==> config.mk <==
export PLATFORM = sky130hd
export DESIGN_NAME = br_redirect_ctrl_flat
export DESIGN_NICKNAME = d
export VERILOG_FILES = /design/src/rtl/br_redirect_ctrl_pkg.sv /design/src/rtl/br_redirect_ctrl_if.sv /design/src/rtl/br_upd_fifo.sv /design/src/rtl/br_redirect_ctrl.sv /design/src/flat_wrapper.sv
export SDC_FILE = /design/constraint.sdc
export NUM_CORES = 1
export LEC_CHECK = 0
export ABC_AREA = 1
export CELL_PAD_IN_SITES_DETAIL_PLACEMENT = 0
export CELL_PAD_IN_SITES_GLOBAL_PLACEMENT = 2
export CORE_MARGIN = 3
export CORE_UTILIZATION = 44
export CTS_BUF_LIST = sky130_fd_sc_hd__clkbuf_4 sky130_fd_sc_hd__clkbuf_8 sky130_fd_sc_hd__clkbuf_16
export DETAILED_ROUTE_END_ITERATION = 10
export DONT_BUFFER_PORTS = 1
export PLACE_DENSITY_LB_ADDON = 0.25
export SKIP_CTS_REPAIR_TIMING = 1
export SLEW_MARGIN = 20
export SYNTH_ARGS = -nofsm -noshare
export SYNTH_HDL_FRONTEND = slang
export SYNTH_HIERARCHICAL = 1
export SYNTH_SLANG_ARGS = --single-unit
==> constraint.sdc <==
create_clock -name clk -period 10.6 [get_ports clk]
set_clock_uncertainty 0.1 [all_clocks]
set_input_delay 2.12 -clock clk [delete_from_list [all_inputs] [get_ports clk]]
set_output_delay 2.12 -clock clk [all_outputs]
set_load 0.03 [all_outputs]
==> src/rtl/br_redirect_ctrl_pkg.sv <==
// Shared types and constants for the front-end redirect controller.
package br_redirect_ctrl_pkg;

    // Default fetch address issued once after reset.
    localparam logic [31:0] RESET_PC = 32'h1c000000;

    // Redirect source encoding; SRC_NONE means no request this cycle.
    typedef enum logic [1:0] {
        SRC_NONE = 2'd0,
        SRC_EXC  = 2'd1,
        SRC_BR   = 2'd2,
        SRC_PRE  = 2'd3
    } src_e;

    // Controller states.
    typedef enum logic [1:0] {
        ST_BOOT = 2'd0,
        ST_IDLE = 2'd1,
        ST_PEND = 2'd2
    } state_e;

    // One resolved-branch outcome for the predictor.
    typedef struct packed {
        logic [31:0] pc;
        logic        taken;
        logic [31:0] target;
    } upd_rec_t;

    // Fixed-priority pick: exception beats mispredict beats predictor flush.
    function automatic src_e sel_src(input logic exc, input logic br, input logic pre);
        src_e s;
        s = SRC_NONE;
        if (exc) begin
            s = SRC_EXC;
        end else if (br) begin
            s = SRC_BR;
        end else if (pre) begin
            s = SRC_PRE;
        end
        return s;
    endfunction

endpackage

==> src/rtl/br_redirect_ctrl_if.sv <==
// Redirect request / fetch redirect / predictor update signal bundle.
interface br_redirect_ctrl_if;
    logic        exc_valid;
    logic [31:0] exc_target;
    logic        br_valid;
    logic [31:0] br_target;
    logic        pre_flush;
    logic [31:0] pre_target;
    logic        res_valid;
    logic [31:0] res_pc;
    logic        res_taken;
    logic [31:0] res_target;
    logic        fetch_ready;
    logic        redirect_valid;
    logic [31:0] redirect_pc;
    logic        flush_front;
    logic        flush_back;
    logic        upd_valid;
    logic [31:0] upd_pc;
    logic        upd_taken;
    logic [31:0] upd_target;
    logic        upd_ready;
    logic [15:0] upd_drop_cnt;

    // Pipeline side driving requests and consuming redirects/updates.
    modport master (
        output exc_valid, exc_target, br_valid, br_target, pre_flush, pre_target,
               res_valid, res_pc, res_taken, res_target, fetch_ready, upd_ready,
        input  redirect_valid, redirect_pc, flush_front, flush_back,
               upd_valid, upd_pc, upd_taken, upd_target, upd_drop_cnt
    );

    // Redirect controller side.
    modport slave (
        input  exc_valid, exc_target, br_valid, br_target, pre_flush, pre_target,
               res_valid, res_pc, res_taken, res_target, fetch_ready, upd_ready,
        output redirect_valid, redirect_pc, flush_front, flush_back,
               upd_valid, upd_pc, upd_taken, upd_target, upd_drop_cnt
    );
endinterface

==> src/rtl/br_upd_fifo.sv <==
// Small synchronous FIFO of predictor updates; reports pushes lost to a full queue.
module br_upd_fifo
    import br_redirect_ctrl_pkg::*;
#(
    parameter int DEPTH = 4
) (
    input  logic     clk,
    input  logic     rstn,
    input  logic     push,
    input  upd_rec_t push_data,
    input  logic     pop_req,
    output logic     head_valid,
    output upd_rec_t head_data,
    output logic     drop
);
    localparam int AW = $clog2(DEPTH);

    // Extra MSB is the wrap bit distinguishing full from empty.
    logic [AW:0] wr_ptr_reg, rd_ptr_reg;
    upd_rec_t    mem [DEPTH];
    logic        empty, full, pop, push_ok;

    assign empty   = (wr_ptr_reg == rd_ptr_reg);
    assign full    = (wr_ptr_reg[AW] != rd_ptr_reg[AW]) &&
                     (wr_ptr_reg[AW-1:0] == rd_ptr_reg[AW-1:0]);
    assign pop     = pop_req & ~empty;
    // A full queue can still accept when its head leaves in the same cycle.
    assign push_ok = push & (~full | pop);
    assign drop    = push & full & ~pop;

    assign head_valid = ~empty;
    assign head_data  = mem[rd_ptr_reg[AW-1:0]];

    // Storage write; contents need no reset since the pointers gate visibility.
    always_ff @(posedge clk) begin
        if (push_ok) begin
            mem[wr_ptr_reg[AW-1:0]] <= push_data;
        end
    end

    // Pointer update; reset empties the queue.
    always_ff @(posedge clk or negedge rstn) begin
        if (!rstn) begin
            wr_ptr_reg <= '0;
            rd_ptr_reg <= '0;
        end else begin
            if (push_ok) wr_ptr_reg <= wr_ptr_reg + 1'b1;
            if (pop)     rd_ptr_reg <= rd_ptr_reg + 1'b1;
        end
    end
endmodule

==> src/rtl/br_redirect_ctrl.sv <==
// Merges exception, mispredict and predictor-flush redirects into one held
// fetch redirect with flush pulses, and queues resolved branches for the predictor.
module br_redirect_ctrl
    import br_redirect_ctrl_pkg::*;
#(
    parameter int          UPD_DEPTH = 4,
    parameter logic [31:0] RESET_PC  = br_redirect_ctrl_pkg::RESET_PC
) (
    input logic               clk,
    input logic               rstn,
    br_redirect_ctrl_if.slave bus
);
    state_e      state_reg, state_next;
    logic        redirect_valid_reg, redirect_valid_next;
    logic [31:0] redirect_pc_reg, redirect_pc_next;
    logic        flush_front_reg, flush_front_next;
    logic        flush_back_reg, flush_back_next;
    logic [15:0] drop_cnt_reg;

    src_e        src;
    logic [31:0] win_target;
    logic        upd_push, upd_drop;
    upd_rec_t    push_rec, head_rec;

    assign src = sel_src(bus.exc_valid, bus.br_valid, bus.pre_flush);

    // Target of the winning source.
    always_comb begin
        win_target = bus.pre_target;
        case (src)
            SRC_EXC: win_target = bus.exc_target;
            SRC_BR:  win_target = bus.br_target;
            default: win_target = bus.pre_target;
        endcase
    end

    // Next-state and next-output logic of the redirect FSM.
    always_comb begin
        state_next          = state_reg;
        redirect_valid_next = redirect_valid_reg;
        redirect_pc_next    = redirect_pc_reg;
        flush_front_next    = 1'b0;
        flush_back_next     = 1'b0;
        case (state_reg)
            ST_BOOT: begin
                if (bus.fetch_ready) begin
                    redirect_valid_next = 1'b0;
                    state_next          = ST_IDLE;
                end
            end
            ST_IDLE: begin
                if (src != SRC_NONE) begin
                    redirect_valid_next = 1'b1;
                    redirect_pc_next    = win_target;
                    flush_front_next    = 1'b1;
                    flush_back_next     = (src == SRC_EXC);
                    state_next          = ST_PEND;
                end
            end
            ST_PEND: begin
                // Mispredicts and predictor flushes here are wrong-path; only
                // an exception may overwrite the pending redirect.
                if (bus.exc_valid) begin
                    redirect_valid_next = 1'b1;
                    redirect_pc_next    = bus.exc_target;
                    flush_front_next    = 1'b1;
                    flush_back_next     = 1'b1;
                end else if (bus.fetch_ready) begin
                    redirect_valid_next = 1'b0;
                    state_next          = ST_IDLE;
                end
            end
            default: begin
                state_next          = ST_BOOT;
                redirect_valid_next = 1'b1;
                redirect_pc_next    = RESET_PC;
            end
        endcase
    end

    // FSM state and registered redirect outputs.
    always_ff @(posedge clk or negedge rstn) begin
        if (!rstn) begin
            state_reg          <= ST_BOOT;
            redirect_valid_reg <= 1'b1;
            redirect_pc_reg    <= RESET_PC;
            flush_front_reg    <= 1'b0;
            flush_back_reg     <= 1'b0;
        end else begin
            state_reg          <= state_next;
            redirect_valid_reg <= redirect_valid_next;
            redirect_pc_reg    <= redirect_pc_next;
            flush_front_reg    <= flush_front_next;
            flush_back_reg     <= flush_back_next;
        end
    end

    // A branch resolving alongside an exception is being killed; do not train on it.
    assign upd_push = bus.res_valid & ~bus.exc_valid;
    assign push_rec = '{pc: bus.res_pc, taken: bus.res_taken, target: bus.res_target};

    br_upd_fifo #(
        .DEPTH (UPD_DEPTH)
    ) u_fifo (
        .clk        (clk),
        .rstn       (rstn),
        .push       (upd_push),
        .push_data  (push_rec),
        .pop_req    (bus.upd_ready),
        .head_valid (bus.upd_valid),
        .head_data  (head_rec),
        .drop       (upd_drop)
    );

    // Saturating count of updates lost to a full queue.
    always_ff @(posedge clk or negedge rstn) begin
        if (!rstn) begin
            drop_cnt_reg <= '0;
        end else if (upd_drop && (drop_cnt_reg != 16'hffff)) begin
            drop_cnt_reg <= drop_cnt_reg + 16'd1;
        end
    end

    assign bus.redirect_valid = redirect_valid_reg;
    assign bus.redirect_pc    = redirect_pc_reg;
    assign bus.flush_front    = flush_front_reg;
    assign bus.flush_back     = flush_back_reg;
    assign bus.upd_pc         = head_rec.pc;
    assign bus.upd_taken      = head_rec.taken;
    assign bus.upd_target     = head_rec.target;
    assign bus.upd_drop_cnt   = drop_cnt_reg;
endmodule

==> src/flat_wrapper.sv <==
// flat-port wrapper written by rule: the top's interface ports become plain ports
module br_redirect_ctrl_flat import br_redirect_ctrl_pkg::*;
#(
    parameter int          UPD_DEPTH = 4,
    parameter logic [31:0] RESET_PC  = br_redirect_ctrl_pkg::RESET_PC
)
  (clk, rstn, bus_exc_valid, bus_exc_target, bus_br_valid, bus_br_target, bus_pre_flush, bus_pre_target, bus_res_valid, bus_res_pc, bus_res_taken, bus_res_target, bus_fetch_ready, bus_upd_ready, bus_redirect_valid, bus_redirect_pc, bus_flush_front, bus_flush_back, bus_upd_valid, bus_upd_pc, bus_upd_taken, bus_upd_target, bus_upd_drop_cnt);
  br_redirect_ctrl_if bus_i ();
  input logic clk;
  input logic rstn;
  input wire logic [$bits(bus_i.exc_valid)-1:0] bus_exc_valid;
  input wire logic [$bits(bus_i.exc_target)-1:0] bus_exc_target;
  input wire logic [$bits(bus_i.br_valid)-1:0] bus_br_valid;
  input wire logic [$bits(bus_i.br_target)-1:0] bus_br_target;
  input wire logic [$bits(bus_i.pre_flush)-1:0] bus_pre_flush;
  input wire logic [$bits(bus_i.pre_target)-1:0] bus_pre_target;
  input wire logic [$bits(bus_i.res_valid)-1:0] bus_res_valid;
  input wire logic [$bits(bus_i.res_pc)-1:0] bus_res_pc;
  input wire logic [$bits(bus_i.res_taken)-1:0] bus_res_taken;
  input wire logic [$bits(bus_i.res_target)-1:0] bus_res_target;
  input wire logic [$bits(bus_i.fetch_ready)-1:0] bus_fetch_ready;
  input wire logic [$bits(bus_i.upd_ready)-1:0] bus_upd_ready;
  output wire logic [$bits(bus_i.redirect_valid)-1:0] bus_redirect_valid;
  output wire logic [$bits(bus_i.redirect_pc)-1:0] bus_redirect_pc;
  output wire logic [$bits(bus_i.flush_front)-1:0] bus_flush_front;
  output wire logic [$bits(bus_i.flush_back)-1:0] bus_flush_back;
  output wire logic [$bits(bus_i.upd_valid)-1:0] bus_upd_valid;
  output wire logic [$bits(bus_i.upd_pc)-1:0] bus_upd_pc;
  output wire logic [$bits(bus_i.upd_taken)-1:0] bus_upd_taken;
  output wire logic [$bits(bus_i.upd_target)-1:0] bus_upd_target;
  output wire logic [$bits(bus_i.upd_drop_cnt)-1:0] bus_upd_drop_cnt;
  assign bus_i.exc_valid = bus_exc_valid;
  assign bus_i.exc_target = bus_exc_target;
  assign bus_i.br_valid = bus_br_valid;
  assign bus_i.br_target = bus_br_target;
  assign bus_i.pre_flush = bus_pre_flush;
  assign bus_i.pre_target = bus_pre_target;
  assign bus_i.res_valid = bus_res_valid;
  assign bus_i.res_pc = bus_res_pc;
  assign bus_i.res_taken = bus_res_taken;
  assign bus_i.res_target = bus_res_target;
  assign bus_i.fetch_ready = bus_fetch_ready;
  assign bus_i.upd_ready = bus_upd_ready;
  assign bus_redirect_valid = bus_i.redirect_valid;
  assign bus_redirect_pc = bus_i.redirect_pc;
  assign bus_flush_front = bus_i.flush_front;
  assign bus_flush_back = bus_i.flush_back;
  assign bus_upd_valid = bus_i.upd_valid;
  assign bus_upd_pc = bus_i.upd_pc;
  assign bus_upd_taken = bus_i.upd_taken;
  assign bus_upd_target = bus_i.upd_target;
  assign bus_upd_drop_cnt = bus_i.upd_drop_cnt;
  br_redirect_ctrl #(.UPD_DEPTH(UPD_DEPTH), .RESET_PC(RESET_PC)) u_core (.clk(clk), .rstn(rstn), .bus(bus_i));
endmodule
==> results.json <==
{
  "place_ws_ps": 5574,
  "synth_top_area_cell": "edfxtp_1",
  "dp.cells": 1547,
  "tns_ps": 0,
  "whs_ps": 430.3,
  "n_fill_cell": 2720,
  "drt_wl_total_um": 33000,
  "postLayoutCellArea_mm2": 0.01486,
  "status": "finished, final reports clean",
  "cts-root-buf": "clkbuf_16",
  "synth_fp_nets": 1397,
  "post_drt_via_cell_ratio": 5.456,
  "setup_viol": 0,
  "ys_types": 37,
  "start_kind": "flip-flop",
  "finalCritPeriodShare": 0.5211,
  "post-route-util": 0.4962,
  "synthArstFlopShare": 0.1850,
  "drive_gt1_frac": 0.07984,
  "arrival_ps": 3300,
  "antenna_found_initial": 0,
  "num_vias": 8757,
  "diodes": 0,
  "ys_seq_area_frac": 0.6883,
  "cts.htree.levels": 2,
  "ioPinCount": 286,
  "routedWlPerCell_um": 20.56,
  "instances_no_fill": 1605,
  "multi_input_area_mm2": 0.003789,
  "synth-edff-count": 260,
  "max_freq_ghz": 0.1811,
  "critPathKind": "reg2out",
  "grt_pass1_vias": 8952,
  "synth_top_area_share": 0.5785,
  "drt_iter0_markers": 479,
  "drv_slew": 0,
  "place_area_mm2": 0.01378,
  "grt_max_degree": 96,
  "fp-row-count": 63,
  "max_slew.worst_pin.slew_ps": 1025,
  "core_mm2": 0.02995,
  "die_x_um": 181.1,
  "cts_tree": "yes",
  "cpPeakStageDelay_ps": 800,
  "finalCriticalPeriod_ps": 5523,
  "crit_chain": "inv_4, buf_4, o21ai_0, o22ai_1",
  "grt_pass1_wl_um": 51540,
  "post-synth-top-count-cell": "edfxtp_1",
  "drc_errors": 0,
  "fin_nets": 1374,
  "insertion_delay_ps": 500,
  "critPathMaxFanout": 94,
  "cts_made_buffers": 34,
  "ys_ff_latch": 319,
  "area_delta_synth_final_pct": 10.14,
  "clk_pin_slew_ps": 60,
  "hold_class": "reg2reg",
  "worstSetupEndpointType": "primary output",
  "io_buffer_count": 0,
  "dpl.hpwl_um": 19650,
  "synth_top_cells_by_area": "edfxtp_1, dfrtp_1, nand2_1",
  "total_power_mw": 4.213,
  "syn_area_per_cell_um2": 11.10,
  "max_cap_violations": 0,
  "slowest_stage": "buf_4",
  "ant_nets": 0,
  "p_leak_nw": 5.355,
  "netlist_top_cells_count": "edfxtp_1, nand2_1, nor2_1",
  "pwr_density_cell_mw_per_mm2": 283.4,
  "regArea_mm2": 0.009294,
  "netlist_instances": 1216,
  "maxSlewHeadroom": 0.3169,
  "synthFlopType": "edfxtp_1",
  "required_ps": 8380,
  "synth_area_mm2": 0.01350,
  "first_pass_iters": 4,
  "largest_reg_flops": 260,
  "cts.sinks": 319,
  "vdd_drop_max_mv": 0.1157,
  "cts_max_path_buffers": 3,
  "fp.dieH_um": 181.1,
  "ys_warn_count": 6,
  "start_util": 0.4505,
  "grt_usage": 0.1979,
  "gp_congestion": 0.7659,
  "grt_setup_unrepaired": "false",
  "setup_slack_ps": 5077,
  "hold_violations": 0,
  "dieArea_mm2": 0.03281,
  "grt_overflow_total": 0
}
-- path summary, 6_finish.rpt --
| kind | cells past startpoint | start | end | slack [ps] |
|---|---|---|---|---|
| hold / removal | 2 | u_core/state_reg[1] | u_core/state_reg[1] | 430 |
| setup / recovery | 4 | u_core/u_fifo/rd_ptr_reg[0] | bus_upd_pc[5] | 5080 |
| hold reg to reg | 2 | u_core/state_reg[1] | u_core/state_reg[1] | 430 |
| setup reg to reg | 9 | u_core/u_fifo/rd_ptr_reg[0] | u_core/u_fifo/mem[1][30] | 6740 |
| min in group asynchronous | 0 | rstn | u_core/bus.upd_drop_cnt[3] | 1210 |
| max in group asynchronous | 0 | rstn | u_core/bus.redirect_valid | 8990 |
-- power by group --
part | internal [mW] | leakage (nW) | switching [mW]
combinational | 0.280 | 1.68 | 1.09
sequential | 1.53 | 3.14 | 0.180
clock | 0.677 | 0.537 | 0.460
-- critical path: cells and delay by family, from the launching register on --
family	cells	cell delay [ps]
buffers and inverters	2	1180
AO/OA/AOI/OAI	2	900
flip-flops	1	660
-- cell usage in the layout, fill, tap and decap left out, drive strengths merged --
cell type / instances
dfstp: 4
edfxtp: 260
ha: 12
nand4: 5
buf: 10
nor2: 203
a22oi: 15
o211ai: 4
clkbuf: 48
xnor2: 4
nand3b: 2
o21ai: 178
o22ai: 65
nor3: 1
bufinv: 1
nand2: 261
dfrtp: 55
xor2: 6
clkinvlp: 2
a21oi: 3
inv: 33
a22o: 1
o21a: 1
a31oi: 3
clkinv: 8
nand3: 30
-- per-layer routing --
metal  track usage  routed length (um)  vias up
li1              -                   -     4210
met1        0.2441               13130     4249
met4       0.04692                 569        0
met2        0.3364               16370      253
met3       0.06906                2934       45
met5             0                   0        -
-- kinds of logic (layout without fill, tap and decap cells) --
family,after synthesis,count (layout),share of synthesized area
and+or+nand+nor,502,502,0.1500
adders and majority gates,12,12,0.01113
DFF,319,319,0.6883
xor gates and xnor gates,10,10,0.006490
AOI/OAI and AO/OA,270,270,0.1107
buffers and inverters,103,102,0.03337
-- cell type report --
type / instances / share of cell area
flip-flops and latches: 319 / 0.6253
multi-input cells: 794 / 0.2549
clock buffers: 48 / 0.06633
well taps: 390 / 0.03283
inverters: 34 / 0.008754
clock inverters: 10 / 0.006902
repair buffers: 10 / 0.005050
Note: power is estimated with default switching activity, not from simulation.
==> RTL edit: new RTL, config.mk and constraints unchanged <==
`UPD_DEPTH` is set to 4 in 2 places; all go to 2.
--- a/src/rtl/br_redirect_ctrl.sv
+++ b/src/rtl/br_redirect_ctrl.sv
@@ -3,7 +3,7 @@
 module br_redirect_ctrl
     import br_redirect_ctrl_pkg::*;
 #(
-    parameter int          UPD_DEPTH = 4,
+    parameter int          UPD_DEPTH = 2,
     parameter logic [31:0] RESET_PC  = br_redirect_ctrl_pkg::RESET_PC
 ) (
     input logic               clk,
--- a/src/flat_wrapper.sv
+++ b/src/flat_wrapper.sv
@@ -1,7 +1,7 @@
 // flat-port wrapper written by rule: the top's interface ports become plain ports
 module br_redirect_ctrl_flat import br_redirect_ctrl_pkg::*;
 #(
-    parameter int          UPD_DEPTH = 4,
+    parameter int          UPD_DEPTH = 2,
     parameter logic [31:0] RESET_PC  = br_redirect_ctrl_pkg::RESET_PC
 )
   (clk, rstn, bus_exc_valid, bus_exc_target, bus_br_valid, bus_br_target, bus_pre_flush, bus_pre_target, bus_res_valid, bus_res_pc, bus_res_taken, bus_res_target, bus_fetch_ready, bus_upd_ready, bus_redirect_valid, bus_redirect_pc, bus_flush_front, bus_flush_back, bus_upd_valid, bus_upd_pc, bus_upd_taken, bus_upd_target, bus_upd_drop_cnt);
Formal check against the unedited RTL: not equivalent (Yosys sat finds a counterexample within 4 cycles, from zero or initial values and one cycle with rstn low).
==> RTL edit against the original RTL <==
- wire length is 35% lower
- die area is 36% lower
- power is 40% lower
- setup slack better by 1.4 ns
- critical path depth stayed put
- sequential cell count is 132 lower
- synthesized cell count is 26% lower
- worst hold slack worse by 0.011 ns
- cell area is 38% lower
- area after synthesis is 37% lower
- critical endpoint is now bus_upd_valid
- largest power group unchanged
==> RTL edit: results (changes against the original RTL) <==
gr usage total=0.2001 (+0.002251); Leakage=0.003899 µW (-27%); met2 Use GR=0.3545 (+0.01814); Max-slew headroom=0.4187 (+0.1019); DRT met1 WL=7.986 mm (-39%); initial antenna violation count=0 (unchanged); Max stage delay on crit path=0.58 ns (-0.22 ns); post-synthesis async set-or-reset flop share=0.3048 (+0.1199); first-pass GRT wire length=33.29 mm (-35%); r2r worst-path depth=7 (-2); DP HPWL=14.95 mm (-24%); Final Wtd Congestion=0.8377 (+9.4%); H-tree depth=4 (+2); via count of the first global-routing pass=5936 (-34%); layout cells sized above 1=0.07119 (-0.008645); Worst-Skew Late Latency=0.43 ns (-0.07 ns); total wire length=21.55 mm (-35%); Fill cells=1768 (-35%); hold endpoint=u_core/state_reg[0]; element type at the critical path end=primary output; synthesized net count=1080 (-23%); Seq/Total Area, Yosys=0.6256 (-0.06271); status=finished clean; Max Cap Viol=0 (unchanged); WP data arrival=1.91 ns (-1.39 ns); syn_area_per_cell=9.434 µm² (-15%); met3 usage=0.08495 (+0.01589); initial core utilization=0.4514 (+0.0008477); DR iter-0 viols=305 (-36%); pin count of the biggest net entering global routing=69 (-28%); Reg2Reg Capture Point=u_core/u_fifo/mem[0][1]; met3 wire length=2.209 mm (-25%); Yosys cell types=36 (-2.7%); DRT Pass-1 Iters=5 (+1); Worst Hold Launch=u_core/state_reg[0]; clk buf depth=2 (-1); top post-synthesis cells by area=edfxtp_1, nand2_1, dfrtp_1; critical path fanouts, max=68 (-28%); Largest register FFs=130 (-50%); synth cell count leaders=nand2_1, edfxtp_1, nor2_1; worst hold slack=0.4194 ns (-0.01094 ns); CTS buffer count=17 (-50%); CP endpoint=bus_upd_valid; CTS root buffer=clkbuf_16; number of enable flip-flop cells after synthesis=130 (-50%); Final Non-Filler Cells=1159 (-28%); vias per cell=5.171 (-5.2%); n_diodes=0 (unchanged); met2 WL=11.08 mm (-32%); flop-to-flop setup slack=7.82 ns (+1.08 ns); VDD IR-drop max=149.5 µV (+29%); met1 Use GR=0.2219 (-0.02216)
==> RTL edit: cell count changes in the layout (fill, tap and decap cells not counted), sizes merged <==
| cell | unedited run | this run |
|---|---|---|
| buf | 10 | 5 |
| edfxtp | 260 | 130 |
| o22ai | 65 | 0 |
| ha | 12 | 7 |
| nor2 | 203 | 68 |
| clkbuf | 48 | 19 |
| clkinvlp | 2 | 0 |
| clkinv | 8 | 7 |
| nand2 | 261 | 447 |
| inv | 33 | 35 |
| dfrtp | 55 | 53 |
| o21ai | 178 | 48 |
==> RTL edit: final cells by class <==
class | instances | area [µm²] | share of cell area
clock buffers | 19 | 440.4 | 0.04764
multi-input cells | 645 | 2838 | 0.3069
repair buffers | 5 | 37.54 | 0.004060
inverters | 30 | 115.1 | 0.01245
well taps | 260 | 325.3 | 0.03519
clock inverters | 13 | 152.6 | 0.01651
flip-flops and latches | 187 | 5336 | 0.5772
==> RTL edit: per-stage QoR <==
| step | setup slack, ns | instance area (µm²) |
|---|---|---|
| floorplan | 4.547 | 8528 |
| global placement | 6.269 | 8650 |
| detailed placement | 6.141 | 8650 |
| CTS | 6.444 | 9243 |
| global route | 6.319 | 9245 |
| finish | 6.468 | 9245 |
==> RTL edit: where the power goes <==
group / switching, µW / internal, µW
clock: 285 / 341
combinational: 659 / 163
sequential: 155 / 914
==> RTL edit: cells by family (layout without fill, tap and decap cells) <==
kind of cell    Yosys count  count (layout)  share of synthesized area
xor+xnor                 10              10                    0.01027
simple gates            553             553                     0.2598
fa+ha+maj                 7               7                    0.01027
flops                   187             187                     0.6256
buf+inv                  72              67                    0.04284
compound gates           75              75                    0.05120
==> RTL edit: worst min-delay path, stage by stage (launching register included) <==
cell and delay [ns]:
dfrtp_1 0.37, nand2_1 0.06, o21ai_0 0.06
